[src/rtl/mem_stage.sv]
// mem_stage: load/store unit between EX and WB.
// Drives the data cache, aligns loads, and registers results for WB.
module mem_stage #(
  parameter int XLEN = 64,
  parameter int RA_W = 5
) (
  input  logic            clk,
  input  logic            rst,
  input  logic            valid_i,
  input  logic [RA_W-1:0] rd_addr_i,
  input  logic            wreg_i,
  input  logic [XLEN-1:0] wdata_i,
  input  logic [6:0]      opcode_i,
  input  logic [2:0]      funct3_i,
  input  logic [XLEN-1:0] store_data_i,
  output logic            ready_o,
  output logic            dcache_req_o,
  output logic            dcache_we_o,
  output logic [XLEN-1:0] dcache_addr_o,
  output logic [XLEN-1:0] dcache_wdata_o,
  output logic [7:0]      dcache_wmask_o,
  input  logic            dcache_gnt_i,
  input  logic            dcache_rvalid_i,
  input  logic [XLEN-1:0] dcache_rdata_i,
  output logic [RA_W-1:0] rd_addr_o,
  output logic            wreg_o,
  output logic [XLEN-1:0] wdata_o,
  output logic [RA_W-1:0] mem_back_rd_addr_o,
  output logic            mem_back_wreg_o,
  output logic [XLEN-1:0] mem_back_wdata_o,
  output logic            misalign_o
);

  typedef enum logic [1:0] {
    S_IDLE,
    S_REQ,
    S_WAIT
  } state_t;

  localparam logic [6:0] OP_LOAD  = 7'b0000011;
  localparam logic [6:0] OP_STORE = 7'b0100011;

  state_t r_state;
  state_t w_next;

  logic [XLEN-1:0] r_addr;
  logic [2:0]      r_f3;
  logic [RA_W-1:0] r_rd;
  logic [XLEN-1:0] r_sdata;
  logic            r_st;

  logic [RA_W-1:0] r_rd_out;
  logic            r_wreg;
  logic [XLEN-1:0] r_wdata;
  logic            r_mis;

  logic            w_idle;
  logic            w_ldst;
  logic [2:0]      w_off;
  logic            w_mis;
  logic            w_accept;
  logic [2:0]      w_roff;
  logic [7:0]      w_size_mask;
  logic [XLEN-1:0] w_lsh;
  logic [XLEN-1:0] w_ld;
  logic            w_ld_done;

  assign w_idle   = (r_state == S_IDLE);
  assign w_ldst   = (opcode_i == OP_LOAD) || (opcode_i == OP_STORE);
  assign w_off    = wdata_i[2:0];
  assign w_accept = w_idle && valid_i && w_ldst && !w_mis;
  assign w_roff   = r_addr[2:0];

  // Alignment check of the incoming access against its size.
  always_comb begin
    w_mis = 1'b0;
    unique case (funct3_i[1:0])
      2'd1:    w_mis = w_off[0];
      2'd2:    w_mis = |w_off[1:0];
      2'd3:    w_mis = |w_off;
      default: w_mis = 1'b0;
    endcase
  end

  // Byte-enable pattern for the latched access size.
  always_comb begin
    w_size_mask = 8'h00;
    unique case (r_f3[1:0])
      2'd0:    w_size_mask = 8'h01;
      2'd1:    w_size_mask = 8'h03;
      2'd2:    w_size_mask = 8'h0F;
      default: w_size_mask = 8'hFF;
    endcase
  end

  assign w_lsh = dcache_rdata_i >> {w_roff, 3'b000};

  // Lane-select, truncate and extend the returned load data.
  always_comb begin
    w_ld = w_lsh;
    unique case (r_f3)
      3'b000:  w_ld = {{(XLEN-8){w_lsh[7]}}, w_lsh[7:0]};
      3'b001:  w_ld = {{(XLEN-16){w_lsh[15]}}, w_lsh[15:0]};
      3'b010:  w_ld = {{(XLEN-32){w_lsh[31]}}, w_lsh[31:0]};
      3'b100:  w_ld = {{(XLEN-8){1'b0}}, w_lsh[7:0]};
      3'b101:  w_ld = {{(XLEN-16){1'b0}}, w_lsh[15:0]};
      3'b110:  w_ld = {{(XLEN-32){1'b0}}, w_lsh[31:0]};
      default: w_ld = w_lsh;
    endcase
  end

  assign w_ld_done =
    (!r_st && dcache_rvalid_i) &&
    (((r_state == S_REQ) && dcache_gnt_i) || (r_state == S_WAIT));

  // Next-state logic of the access sequencer.
  always_comb begin
    w_next = r_state;
    unique case (r_state)
      S_IDLE: if (w_accept) w_next = S_REQ;
      S_REQ: begin
        if (dcache_gnt_i) begin
          if (r_st || dcache_rvalid_i) w_next = S_IDLE;
          else w_next = S_WAIT;
        end
      end
      S_WAIT: if (dcache_rvalid_i) w_next = S_IDLE;
      default: w_next = S_IDLE;
    endcase
  end

  // State register; reset abandons any access in flight.
  always_ff @(posedge clk) begin
    if (rst) r_state <= S_IDLE;
    else r_state <= w_next;
  end

  // Capture the access parameters when a load/store is accepted.
  always_ff @(posedge clk) begin
    if (rst) begin
      r_addr  <= '0;
      r_f3    <= '0;
      r_rd    <= '0;
      r_sdata <= '0;
      r_st    <= 1'b0;
    end else if (w_accept) begin
      r_addr  <= wdata_i;
      r_f3    <= funct3_i;
      r_rd    <= rd_addr_i;
      r_sdata <= store_data_i;
      r_st    <= (opcode_i == OP_STORE);
    end
  end

  // Result register to WB; wdata/rd hold when nothing is produced.
  always_ff @(posedge clk) begin
    if (rst) begin
      r_rd_out <= '0;
      r_wreg   <= 1'b0;
      r_wdata  <= '0;
      r_mis    <= 1'b0;
    end else begin
      r_wreg <= 1'b0;
      r_mis  <= 1'b0;
      if (w_idle && valid_i) begin
        if (w_ldst) begin
          r_mis <= w_mis;
        end else begin
          r_rd_out <= rd_addr_i;
          r_wdata  <= wdata_i;
          r_wreg   <= wreg_i && (|rd_addr_i);
        end
      end else if (w_ld_done) begin
        r_rd_out <= r_rd;
        r_wdata  <= w_ld;
        r_wreg   <= |r_rd;
      end
    end
  end

  assign ready_o        = w_idle;
  assign dcache_req_o   = (r_state == S_REQ);
  assign dcache_we_o    = dcache_req_o && r_st;
  assign dcache_addr_o  = {r_addr[XLEN-1:3], 3'b000};
  assign dcache_wdata_o = r_sdata << {w_roff, 3'b000};
  assign dcache_wmask_o = dcache_we_o ? (w_size_mask << w_roff) : 8'h00;

  assign rd_addr_o  = r_rd_out;
  assign wreg_o     = r_wreg;
  assign wdata_o    = r_wdata;
  assign misalign_o = r_mis;

  assign mem_back_rd_addr_o = r_rd_out;
  assign mem_back_wreg_o    = r_wreg;
  assign mem_back_wdata_o   = r_wdata;

endmodule
[config.mk]
export PLATFORM = sky130hd
export DESIGN_NAME = mem_stage
export DESIGN_NICKNAME = d
export VERILOG_FILES = /design/src/rtl/mem_stage.sv
export SDC_FILE = /design/constraint.sdc
export NUM_CORES = 1
export LEC_CHECK = 0
export ABC_AREA = 1
export CAP_MARGIN = 10
export CORE_MARGIN = 10
export CORE_UTILIZATION = 41
export CTS_CLUSTER_DIAMETER = 80
export DETAILED_ROUTE_END_ITERATION = 6
export GPL_TIMING_DRIVEN = 0
export PLACE_DENSITY = 0.75
export SLEW_MARGIN = 5
export SYNTH_ARGS = -nofsm -noshare
export SYNTH_HDL_FRONTEND = slang
export SYNTH_SLANG_ARGS = --single-unit
[constraint.sdc]
create_clock -name clk -period 2.1 [get_ports clk]
set_clock_uncertainty 0.2 [all_clocks]
set_input_delay 0.42 -clock clk [delete_from_list [all_inputs] [get_ports clk]]
set_output_delay 0.42 -clock clk [all_outputs]
set_load 0.05 [all_outputs]
==> summary.md, run 1 <==
| Metric | Value |
|---|---|
| Hold-fix buffers at CTS | `0` |
| Count of port buffers added during placement | `just under 500` |
| DRC violation count after routing | `0` |
| Synthesis warning total | `0` |
| Gate count after technology mapping | `between 2,000 and 2,500` |
| Max-slew violation count | `0` |
| CTS tree | `done` |
| Filler Cell Count | `2,605` |
| Top-area cell type share of the netlist area | `32.2%` |
| H-Tree Depth | `1` |
| Number of distinct library cells after synthesis | `34` |
| Number of instances on the worst hold path | `3` |
| Worst-case clock buffer depth | `3` |
| Fraction of layout cells with a size suffix above 1 | `34.0%` |
| Mapped Avg Cell Area | `between 6 and 7 um2` |
| Gpl congestion | `1.07` |
| DRT antenna net count | `0` |
| Cell area power density | `roughly 550 nW/um2` |
| Number of antenna violations at the first check in global routing | `5` |
| Cell types with the largest area share after synthesis | `sky130_fd_sc_hd__dfxtp_1 32%, sky130_fd_sc_hd__nand2_1 12%, sky130_fd_sc_hd__o21ai_0 11%` |
| Reg-to-reg critical path endpoint | `mem_back_wdata_o[22]` |
| Total Die Area | `~39,000 um2` |
| Residual overflow from global routing | `0` |
| Data arrival, critical path | `2.25 ns` |
| Netlist area before placement | `13,100 um2` |
| HPWL reported at the end of detailed placement | `around 57,000 um` |
| Failing checks | `setup timing` |
| Delay of the slowest cell on the worst path | `~0.40 ns` |
| Final period utilization | `136%` |
| Dominant synthesized flop cell | `sky130_fd_sc_hd__dfxtp_1` |
| Wire length of the first global-routing pass | `104,000 um` |
| # nets final | `about 2,800` |
| Required time at the worst-slack endpoint | `1.48 ns` |
| Iteration-0 DRC Markers | `between 1,000 and 1,500` |
| CTS root buffer | `sky130_fd_sc_hd__clkbuf_16` |
| Startpoint of the worst register-to-register path | `r_addr[0]` |
| Largest family of logic cells by synthesized area | `simple AND/OR/NAND/NOR gates` |
| Vias in the first global route | `about 16,000` |
| Maximum number of pins on one net before global-route repair | `14` |
| Most prevalent standard cell on the critical path | `sky130_fd_sc_hd__buf_8` |
| Yosys reg bits | `210` |
| Worst VDD drop | `0.483 mV` |
| Fin crit period | `approximately 2.9 ns` |
| Async SR Flop Fraction | `0%` |
| Top cell type by total area after synthesis | `sky130_fd_sc_hd__dfxtp_1` |
| Worst Hold Path EP | `r_addr[62]` |
| Cells on worst reg2reg path | `13` |
| Average wire per cell in the routed design | `~24 um` |
| Worst rel slew slack | `about half` |
| Unrepaired setup endpoints after global routing | `yes` |
| Clock sink count | `210` |
| Via/cell ratio | `~5.6` |
| Critical path endpoint category | `output port` |
| Area fraction in compound gates after synthesis | `between 10% and 20%` |
| Outcome | `complete, but fails checks` |
| Count of endpoints failing setup in the final report | `a little under 80` |
| Crit. Startpoint | `r_addr[0]` |
| Startpoint class of the critical path | `flop` |
| Type of the worst min-delay path | `in2reg` |
| Via count | `between 15,000 and 20,000` |
| Number of enable flip-flop cells after synthesis | `0` |
| Initial standard-cell utilization of the core | `between 40% and 50%` |
| Total Power Consumption | `about 12 mW` |
| Final hold violation count | `0` |
| Post-synthesis to final-layout area growth | `70.5%` |
| Routed Wire Length | `around 73,000 um` |
| DRT Pass-1 Iters | `5` |
| Ordered cell list for the critical path | `buf_8, buf_12, buf_12, buf_8, mux2i_2, nand2_1, o21ai_4, o21ai_4, buf_8` |
| Clock slew at reported path FFs | `0.06 ns` |
| CP max FO | `7` |
| GRT Util Overall | `between 30 and 40%` |
| CP delay by family, top | `buffers and inverters` |
| Tightest hold margin | `roughly 0.28 ns` |
| Synth Area in Adders | `0%` |
| Top achievable clock speed | `0.349 GHz` |
| Leakage power | `roughly 9.5 nW` |
| Area of the placeable core | `about 31,000 um2` |
| Launch instance of the worst min-delay path | `wdata_i[62]` |
| Row Count | `65` |
| Tightest Pin Transition | `0.753 ns` |
| Clock insertion delay at the later pin of the skew report | `between 0.5 and 0.6 ns` |
| Chip height | `slightly below 200 um` |
| Cell with the largest stage delay on the worst path | `sky130_fd_sc_hd__dfxtp_4` |
| CP bufs+invs | `5` |
| Worst setup margin | `-0.766 ns` |
| IO Pins | `roughly 490` |
| Sequential element share of the synthesized area | `approximately 32%` |
| Die W | `between 150 and 200 um` |
| Register-to-register setup slack | `-0.10 ns` |
| XOR/XNOR share of the synthesized area | `0%` |
| Cts bufs inserted | `23` |
| Post-synthesis share of cell area spent on and, or, nand and nor gates | `~30%` |
| Crit path kind | `reg2out` |
| Max-cap violation count | `0` |
| Multiplexer share of the synthesized area | `under 10%` |
## metal layers
| layer | share of wire [%] | GRT usage (%) | wire length, um | vias up |
|---|---|---|---|---|
| met3 | 10 | 9.90 | 7600 | 235 |
| li1 | - | - | - | 7767 |
| met2 | 48 | 59.1 | 34700 | 989 |
| met5 | 0.045 | 0 | 33 | - |
| met4 | 5.8 | 16.0 | 4210 | 6 |
| met1 | 36 | 39.0 | 26400 | 8026 |
## cells in the mapped netlist (2+ instances only)
cell and number:
sky130_fd_sc_hd__nor3_1 3, sky130_fd_sc_hd__nor2_1 306, sky130_fd_sc_hd__o21bai_1 13, sky130_fd_sc_hd__nand4_1 33, sky130_fd_sc_hd__clkbuf_2 3, sky130_fd_sc_hd__o21ai_1 25
sky130_fd_sc_hd__buf_6 11, sky130_fd_sc_hd__o211ai_1 6, sky130_fd_sc_hd__nor4_1 2, sky130_fd_sc_hd__buf_2 46, sky130_fd_sc_hd__clkinv_1 2, sky130_fd_sc_hd__o21ai_0 295
sky130_fd_sc_hd__clkbuf_1 65, sky130_fd_sc_hd__inv_1 67, sky130_fd_sc_hd__nand2_1 407, sky130_fd_sc_hd__a21oi_1 137, sky130_fd_sc_hd__nand3_1 135, sky130_fd_sc_hd__a31oi_1 16
sky130_fd_sc_hd__or2_2 42, sky130_fd_sc_hd__dfxtp_1 210, sky130_fd_sc_hd__buf_1 17, sky130_fd_sc_hd__nand2_2 4, sky130_fd_sc_hd__inv_2 4, sky130_fd_sc_hd__nor2_4 2
sky130_fd_sc_hd__nor2_2 3, sky130_fd_sc_hd__nand3_2 3, sky130_fd_sc_hd__mux2i_1 24, sky130_fd_sc_hd__buf_4 152
## per-stage QoR
stage / setup TNS (ns) / setup slack [ns] / instances / util, % / area [um2]
floorplan: -0.893 / -0.132 / 2041 / - / 13900
global placement: -229.63 / -1.45 / 2932 / 61.2 / 19300
detailed placement: -235.01 / -1.43 / 2932 / 61.2 / 19300
CTS: -44.75 / -0.739 / 2994 / 68.1 / 21400
global route: -47.13 / -0.773 / 3023 / 70.7 / 22300
finish: -45.44 / -0.766 / 3024 / 70.7 / 22300
## cell usage in the layout, fill, tap and decap left out, drive strengths merged
cell and n:
diode 2, dfxtp 210, clkbuf 130, a21oi 138, mux2i 24, nand2 412
clkdlybuf4s15 126, or2 43, nor4 2, clkinv 9, bufinv 2, a31oi 16
a22oi 1, o21bai 13, conb 3, nor2 311, dlygate4sd2 39, a211oi 1
nor3 3, o211ai 6, o21ai 320, nand3 138, nand4 33, buf 358
inv 70, clkdlybuf4s50 212
## logic make-up after synthesis
family,count (synthesis)
other,1
multiplexers,24
buffers and inverters,367
AND/OR/NAND/NOR,942
flip-flops,210
AO/OA/AOI/OAI,495
## area by class of cell
| type | instances | area (um2) | share of cell area, % |
|---|---|---|---|
| Tap cell | 402 | 503 | 2.26 |
| Multi-Input combinational cell | 1464 | 8620 | 38.7 |
| Antenna cell | 2 | 5.00 | 0.0225 |
| Buffer | 292 | 2420 | 10.9 |
| Timing Repair Buffer | 545 | 5490 | 24.6 |
| Clock buffer | 28 | 624 | 2.80 |
| Sequential cell | 210 | 4220 | 18.9 |
| Inverter | 73 | 293 | 1.32 |
| Clock inverter | 8 | 97.6 | 0.438 |
## worst reg2reg max path, delay by kind of cell (launching register included)
kind                   cells  cell delay (ns)
AO/OA/AOI/OAI              3             0.41
AND/OR/NAND/NOR            5             0.49
flip-flops                 1             0.38
buffers and inverters      5             0.64
## flip-flops by register name (all words and copies together) (netlist names), 2 cells and up
signal / count
mem_back_wdata_o: 64
r_addr: 64
r_sdata: 64
mem_back_rd_addr_o: 5
r_rd: 5
r_f3: 3
r_state: 2
## worst max path at each step
stage | end | slack (ns) | cells past startpoint
after detailed placement | dcache_wdata_o[45] | -1.43 | 7
final | dcache_wdata_o[61] | -0.77 | 9
after global placement | dcache_wdata_o[45] | -1.45 | 7
after CTS | dcache_wdata_o[63] | -0.74 | 9
after global routing | dcache_wdata_o[62] | -0.77 | 9
after floorplan | dcache_wmask_o[6] | -0.13 | 7
## where the power goes
group	leakage, nW	internal (mW)	total [mW]	switching, mW
sequential	1.71	4.16	4.33	0.168
clock	0.360	2.34	4.05	1.72
combinational	7.43	1.36	3.76	2.40
total	9.50	7.86	12.1	4.28
## repair_timing
action / CTS / global route
resized for setup: 1259 / 335
gates cloned: 2 / 5
hold endpoints to repair: 0 / 0
setup endpoints to repair: 481 / 292
pin swaps: 54 / 51
setup buffers: 26 / 25
Note: power is estimated with default switching activity, not from simulation.
==> inputs of run 2 (changes only) <==
--- a/config.mk
+++ b/config.mk
@@ -13,6 +13,7 @@
 export DETAILED_ROUTE_END_ITERATION = 6
 export GPL_TIMING_DRIVEN = 0
 export PLACE_DENSITY = 0.75
+export REMOVE_ABC_BUFFERS = 1
 export SLEW_MARGIN = 5
 export SYNTH_ARGS = -nofsm -noshare
 export SYNTH_HDL_FRONTEND = slang
==> run 2 against run 1 <==
Compared with the run above:
- power grew 5.2%
- critical path type unchanged
- highest routed layer is now met4
- routed wire length rose by 2.8%
- the flow still finishes with violations (setup timing)
- global-route usage fell by 3.8 points
==> summary.md, run 2 (same netlist as run 1, synthesis figures left out) <==
| Metric | Value |
|---|---|
| Wire length of the first global-routing pass | `a little over 90,000 um` |
| Final period utilization | `128%` |
| Data arrival, critical path | `2.07 ns` |
| Reg-to-reg critical path endpoint | `mem_back_wdata_o[38]` |
| Average wire per cell in the routed design | `26.2 um` |
| Max-slew violation count | `0` |
| Type of the worst min-delay path | `in2reg` |
| Setup Slack @ Placement | `-2.41 ns` |
| Net switching share of the total power | `34.0%` |
| Ordered cell list for the critical path | `buf_12, buf_16, nor2_4, buf_6, buf_6, a21oi_4, o21ai_2, buf_6` |
| Via count | `17,000` |
| GRT Util Overall | `between 30% and 40%` |
| H-Tree Depth | `1` |
| Residual overflow from global routing | `0` |
| CTS root buffer | `sky130_fd_sc_hd__clkbuf_16` |
| Clock network fraction of design power | `around 37%` |
| Failing checks | `setup timing` |
| Delay of the slowest cell on the worst path | `between 0.3 and 0.4 ns` |
| Commonest non-fill, non-tap cell in the layout | `sky130_fd_sc_hd__nand2_1` |
| Register-to-register setup slack | `-0.38 ns` |
| Required time at the worst-slack endpoint | `around 1.5 ns` |
| Chip height | `approximately 200 um` |
| Sw Pwr | `around 4.3 mW` |
| HPWL reported at the end of detailed placement | `36,900 um` |
| Die W | `around 200 um` |
| Leading cell types in the layout, fill and taps excluded | `387 x sky130_fd_sc_hd__nand2_1, 356 x sky130_fd_sc_hd__clkdlybuf4s50_1, 281 x sky130_fd_sc_hd__nor2_1, 204 x sky130_fd_sc_hd__dfxtp_1, 189 x sky130_fd_sc_hd__o21ai_0` |
| Top achievable clock speed | `approximately 0.37 GHz` |
| Gpl congestion | `~0.87` |
| DRT antenna net count | `0` |
| Launch instance of the worst min-delay path | `wdata_i[0]` |
| Worst rel slew slack | `between 50% and 60%` |
| Area of the placeable core | `between 30,000 and 40,000 um2` |
| Critical path endpoint category | `output port` |
| Part of the total power dissipated in combinational logic | `between 20% and 30%` |
| Fraction of layout cells with a size suffix above 1 | `between 20% and 30%` |
| Routed Wire Length | `about 75,000 um` |
| CP bufs+invs | `5` |
| Total Die Area | `slightly below 40,000 um2` |
| Hold-fix buffers at CTS | `0` |
| Placed Instances | `approximately 2,600` |
| Clock insertion delay at the later pin of the skew report | `roughly 0.53 ns` |
| Fin crit period | `2.69 ns` |
| IO Pins | `roughly 490` |
| Int Power | `around 8.4 mW` |
| Via/cell ratio | `5.94` |
| Capture point of the critical path | `dcache_wdata_o[52]` |
| Power share of the sequential group | `between 30 and 40%` |
| CP max FO | `5` |
| Startpoint of the worst register-to-register path | `r_addr[0]` |
| Non-filler cells, final | `between 2,000 and 3,000` |
| Vias in the first global route | `between 15,000 and 20,000` |
| Count of port buffers added during placement | `approximately 490` |
| # nets final | `between 2,000 and 3,000` |
| Max-cap violation count | `0` |
| Clock slew at reported path FFs | `about 0.060 ns` |
| Total negative slack | `-80.84 ns` |
| Cells on worst reg2reg path | `13` |
| Total Power Consumption | `between 10 and 15 mW` |
| Initial standard-cell utilization of the core | `between 40% and 50%` |
| Final hold violation count | `0` |
| Cell area power density | `596 nW/um2` |
| CP delay by family, top | `buffers and inverters` |
| Critical path depth | `8` |
| Outcome | `complete, but fails checks` |
| Maximum number of pins on one net before global-route repair | `120` |
| Most prevalent standard cell on the critical path | `sky130_fd_sc_hd__buf_6` |
| Crit path kind | `reg2out` |
| Post-synthesis to final-layout area growth | `64.3%` |
| Cell with the largest stage delay on the worst path | `sky130_fd_sc_hd__dfxtp_4` |
| Worst VDD drop | `between 0.5 and 0.6 mV` |
| Worst-case clock buffer depth | `3` |
| DRT Pass-1 Iters | `6` |
| Unrepaired setup endpoints after global routing | `yes` |
| Row Count | `65` |
| DRC violation count after routing | `0` |
| Iteration-0 DRC Markers | `2,014` |
| Crit. Startpoint | `r_addr[0]` |
| Tightest Pin Transition | `roughly 0.66 ns` |
| CTS tree | `done` |
| Cts bufs inserted | `24` |
| Filler Cell Count | `2,510` |
| Startpoint class of the critical path | `flop` |
| Leakage power | `roughly 9.4 nW` |
| Count of endpoints failing setup in the final report | `about 310` |
| Worst setup margin | `-0.586 ns` |
| Number of antenna violations at the first check in global routing | `4` |
| Clock sink count | `210` |
-- run 2: cell count changes in the layout (fill, tap and decap cells not counted), moves of 32 or more --
cell,delta
sky130_fd_sc_hd__clkdlybuf4s15_1,-38
sky130_fd_sc_hd__clkdlybuf4s15_2,-88
sky130_fd_sc_hd__nand3_1,+39
sky130_fd_sc_hd__dlymetal6s2s_1,+57
sky130_fd_sc_hd__clkbuf_2,-57
sky130_fd_sc_hd__buf_4,-117
sky130_fd_sc_hd__clkdlybuf4s50_1,+144
sky130_fd_sc_hd__nand3_2,-38
sky130_fd_sc_hd__dlygate4sd2_1,-38
sky130_fd_sc_hd__o21ai_4,-35
sky130_fd_sc_hd__buf_8,-32
-- run 2: how the worst min path moves through the flow --
stage | to | slack (ns) | depth (start not counted)
floorplan | r_sdata[23] | 0.24 | 2
global placement | r_sdata[23] | 0.26 | 2
detailed placement | r_sdata[55] | 0.27 | 2
CTS | r_addr[62] | 0.26 | 3
global route | r_addr[0] | 0.19 | 3
finish | r_addr[0] | 0.17 | 3
-- run 2: worst register-to-register path, cell delays in order (launching register included) --
cell,delay [ns]
sky130_fd_sc_hd__dfxtp_4,0.36
sky130_fd_sc_hd__buf_12,0.14
sky130_fd_sc_hd__buf_16,0.15
sky130_fd_sc_hd__nor2_4,0.15
sky130_fd_sc_hd__buf_6,0.24
sky130_fd_sc_hd__nand2_2,0.12
sky130_fd_sc_hd__nand3_4,0.14
sky130_fd_sc_hd__buf_4,0.15
sky130_fd_sc_hd__nand3_4,0.10
sky130_fd_sc_hd__buf_12,0.20
sky130_fd_sc_hd__buf_12,0.14
sky130_fd_sc_hd__nand4_1,0.10
sky130_fd_sc_hd__nand2_1,0.06
sky130_fd_sc_hd__a21oi_1,0.15
-- run 2: timing repair --
item,4_1_cts,5_1_grt
cloned,28,30
setup endpoints to repair,485,484
pin swaps,21,36
resized for setup,634,392
buffers inserted,49,61
-- run 2: area by class of cell --
cell class / count / area, um2 / area share, %
Antenna cell: 7 / 17.5 / 0.0817
Clock buffer: 35 / 733 / 3.42
Clock inverter: 7 / 135 / 0.630
Inverter: 73 / 420 / 1.96
Multi-Input combinational cell: 1485 / 8020 / 37.4
Sequential cell: 210 / 4220 / 19.7
Tap cell: 402 / 503 / 2.35
Timing Repair Buffer: 638 / 7310 / 34.1
Timing Repair inverter: 7 / 86.3 / 0.403
-- run 2: power groups by stage --
stage | registers, mW | logic [mW] | clock network, mW
after floorplan | 5.52 | 0.786 | 0
after global placement | 4.42 | 3.32 | 0
after detailed placement | 4.41 | 3.34 | 0
after CTS | 4.33 | 3.55 | 4.68
after global routing | 4.34 | 3.94 | 4.85
final | 4.33 | 3.78 | 4.67
-- run 2: routing by layer --
metal  vias to the layer above  GRT usage, %  routed length, um  share of wire [%]
met3                       267          7.25               9540                 13
met5                         -             0                  0                  0
met4                         0          11.6               3740                5.0
met2                      1276          52.1              34400                 46
li1                       7447             -                  -                  -
met1                      8028          37.0              27200                 36
-- run 2: per-stage QoR --
stage | hold slack, ns | utilization [%] | cell area [um2]
final | 0.175 | 68.1 | 21400
after detailed placement | 0.268 | 54.0 | 17000
after global routing | 0.187 | 68.1 | 21400
after CTS | 0.263 | 61.3 | 19300
after floorplan | 0.243 | - | 11200
after global placement | 0.258 | 52.9 | 16600
==> inputs of run 3 (changes only) <==
--- a/config.mk
+++ b/config.mk
@@ -10,6 +10,7 @@
 export CORE_MARGIN = 10
 export CORE_UTILIZATION = 41
 export CTS_CLUSTER_DIAMETER = 80
+export CTS_CLUSTER_SIZE = 30
 export DETAILED_ROUTE_END_ITERATION = 6
 export GPL_TIMING_DRIVEN = 0
 export PLACE_DENSITY = 0.75
==> run 3 against run 2 <==
Compared with the run above:
- the flow finishes with violations (DRC, setup timing)
- highest routed layer unchanged
- cell area rose by 3.2%
- die area is the same
- maximum frequency down 0.40%
- critical path type unchanged
- first-iteration DRC count grew 0.30%
- count of clock-buffer cells in the layout shrank 19
- critical path depth is 1 lower
- hold slack improved by 0.099 ns
==> summary.md, run 3 (same netlist as run 1, synthesis figures left out) <==
| Metric | Value |
|---|---|
| Tightest hold margin | `roughly 0.27 ns` |
| Gpl congestion | `0.865` |
| Register-to-register setup slack | `-0.41 ns` |
| Placed Instances | `2,649` |
| Total negative slack | `-45.23 ns` |
| Cell area power density | `approximately 520 nW/um2` |
| Reg-to-reg critical path endpoint | `mem_back_wdata_o[32]` |
| Clock insertion delay at the later pin of the skew report | `between 0.5 and 0.6 ns` |
| Crit path kind | `reg2out` |
| Via/cell ratio | `approximately 6.0` |
| Number of antenna violations at the first check in global routing | `8` |
| Launch instance of the worst min-delay path | `wdata_i[62]` |
| Critical path endpoint category | `output port` |
| Worst VDD drop | `between 0.5 and 0.6 mV` |
| Startpoint class of the critical path | `flop` |
| Wire length of the first global-routing pass | `approximately 93,000 um` |
| Vias in the first global route | `15,000` |
| Chip height | `a little under 200 um` |
| Net switching share of the total power | `just under 40%` |
| Area used by multi-input combinational logic | `8440 um2` |
| Startpoint of the worst register-to-register path | `r_addr[0]` |
| Via count | `17,200` |
| Type of the worst min-delay path | `in2reg` |
| Total Die Area | `39,400 um2` |
| Failing checks | `DRC, setup timing` |
| Average wire per cell in the routed design | `27.2 um` |
| Cts bufs inserted | `14` |
| Fin crit period | `2.70 ns` |
| Max-slew violation count | `0` |
| Count of endpoints failing setup in the final report | `133` |
| Unrepaired setup endpoints after global routing | `yes` |
| CTS root buffer | `sky130_fd_sc_hd__clkbuf_16` |
| Power share of the sequential group | `a little under two fifths` |
| Max-cap violation count | `0` |
| Fraction of layout cells with a size suffix above 1 | `between 20% and 30%` |
| Area of the placeable core | `~31,000 um2` |
| Worst-case clock buffer depth | `3` |
| Data arrival, critical path | `between 2 and 2.5 ns` |
| Worst rel slew slack | `between 50% and 60%` |
| Non-filler cells, final | `about 2,900` |
| Filler Cell Count | `2,452` |
| Leading cell types in the layout, fill and taps excluded | `371 x sky130_fd_sc_hd__nand2_1, 275 x sky130_fd_sc_hd__nor2_1, 211 x sky130_fd_sc_hd__clkdlybuf4s50_1, 204 x sky130_fd_sc_hd__dfxtp_1, 202 x sky130_fd_sc_hd__dlymetal6s2s_1` |
| Hold-fix buffers at CTS | `0` |
| Routed Wire Length | `about 78,000 um` |
| Tightest Pin Transition | `0.640 ns` |
| CTS tree | `done` |
| Outcome | `complete, but fails checks` |
| GRT Util Overall | `a little under a third` |
| Clock slew at reported path FFs | `around 0.1 ns` |
| HPWL reported at the end of detailed placement | `roughly 37,000 um` |
| DRT Pass-1 Iters | `7` |
| Iteration-0 DRC Markers | `~2,000` |
| Top achievable clock speed | `approximately 0.37 GHz` |
| Initial standard-cell utilization of the core | `41.5%` |
| Clock sink count | `210` |
| Post-synthesis to final-layout area growth | `69.5%` |
| Cells on worst reg2reg path | `13` |
| Final period utilization | `128%` |
| Die W | `about 200 um` |
| Utilization after layout | `70.3%` |
| # nets final | `2,673` |
| Worst setup margin | `-0.596 ns` |
| Required time at the worst-slack endpoint | `around 1.5 ns` |
| Part of the total power dissipated in combinational logic | `34.4%` |
| Row Count | `65` |
| Final hold violation count | `0` |
| Capture point of the critical path | `dcache_wdata_o[56]` |
| Count of port buffers added during placement | `489` |
| Crit. Startpoint | `r_addr[0]` |
| Commonest non-fill, non-tap cell in the layout | `sky130_fd_sc_hd__nand2_1` |
| Leakage power | `around 12 nW` |
| H-Tree Depth | `1` |
| Residual overflow from global routing | `0` |
| Maximum number of pins on one net before global-route repair | `120` |
| Sw Pwr | `4.41 mW` |
| Area taken by flip-flops and latches | `4220 um2` |
| CP max FO | `14` |
| Int Power | `7.03 mW` |
| IO Pins | `slightly below 500` |
| DRC violation count after routing | `3` |
| DRT antenna net count | `0` |
| Clock network fraction of design power | `between 20 and 30%` |
[run 3: final cells by class]
class	instances	area share, %
timing repair buffer	660	35.7
tap	402	2.27
sequential	210	19.1
timing repair inverter	9	0.469
clock buffer	16	1.76
multi-input combinational	1492	38.1
clock inverter	8	0.480
inverter	73	1.93
antenna	14	0.158
[run 3: routing by layer]
layer  vias to the layer above  GRT usage (%)  part of all wire [%]
met4                         0           12.9                   5.5
li1                       7492              -                     -
met1                      8051           37.9                    36
met2                      1327           51.9                    45
met3                       320           6.49                    14
met5                         -              0                     0
[run 3: critical path: stages, from the launching register on]
cell	delay (ns)
sky130_fd_sc_hd__dfxtp_4	0.47
sky130_fd_sc_hd__buf_12	0.21
sky130_fd_sc_hd__buf_4	0.14
sky130_fd_sc_hd__mux2i_1	0.26
sky130_fd_sc_hd__nand2_1	0.11
sky130_fd_sc_hd__nand3_1	0.10
sky130_fd_sc_hd__o21ai_1	0.08
sky130_fd_sc_hd__buf_4	0.20
[run 3: power groups by stage]
| stage | Combinational [mW] | Clock (mW) | Sequential, mW |
|---|---|---|---|
| after floorplan | 0.786 | 0 | 5.52 |
| after global placement | 3.32 | 0 | 4.42 |
| after detailed placement | 3.34 | 0 | 4.41 |
| after CTS | 3.56 | 3.16 | 4.32 |
| after global routing | 4.09 | 3.34 | 4.33 |
| final | 3.94 | 3.19 | 4.32 |
[run 3: worst min path at each step]
stage                  endpoint  slack, ns  depth (start not counted)
floorplan           r_sdata[23]       0.24                          2
global placement    r_sdata[23]       0.26                          2
detailed placement  r_sdata[55]       0.27                          2
CTS                  r_addr[62]       0.27                          3
global route         r_addr[62]       0.29                          3
finish               r_addr[62]       0.27                          3
[run 3: what timing repair did]
item                                    CTS  global route
buffers inserted                         42            91
resized for setup                       632           673
endpoints found under the setup margin  485           485
cloned                                   30            36
pin swaps                                36            68
[run 3: per-stage QoR]
stage,power (mW),setup WS (ns),instance area [um2]
after floorplan,6.30,-4.12,11200
after global placement,7.74,-8.01,16600
after detailed placement,7.76,-2.41,17000
after CTS,11.0,-0.569,18900
after global routing,11.8,-0.632,22100
final,11.4,-0.596,22100
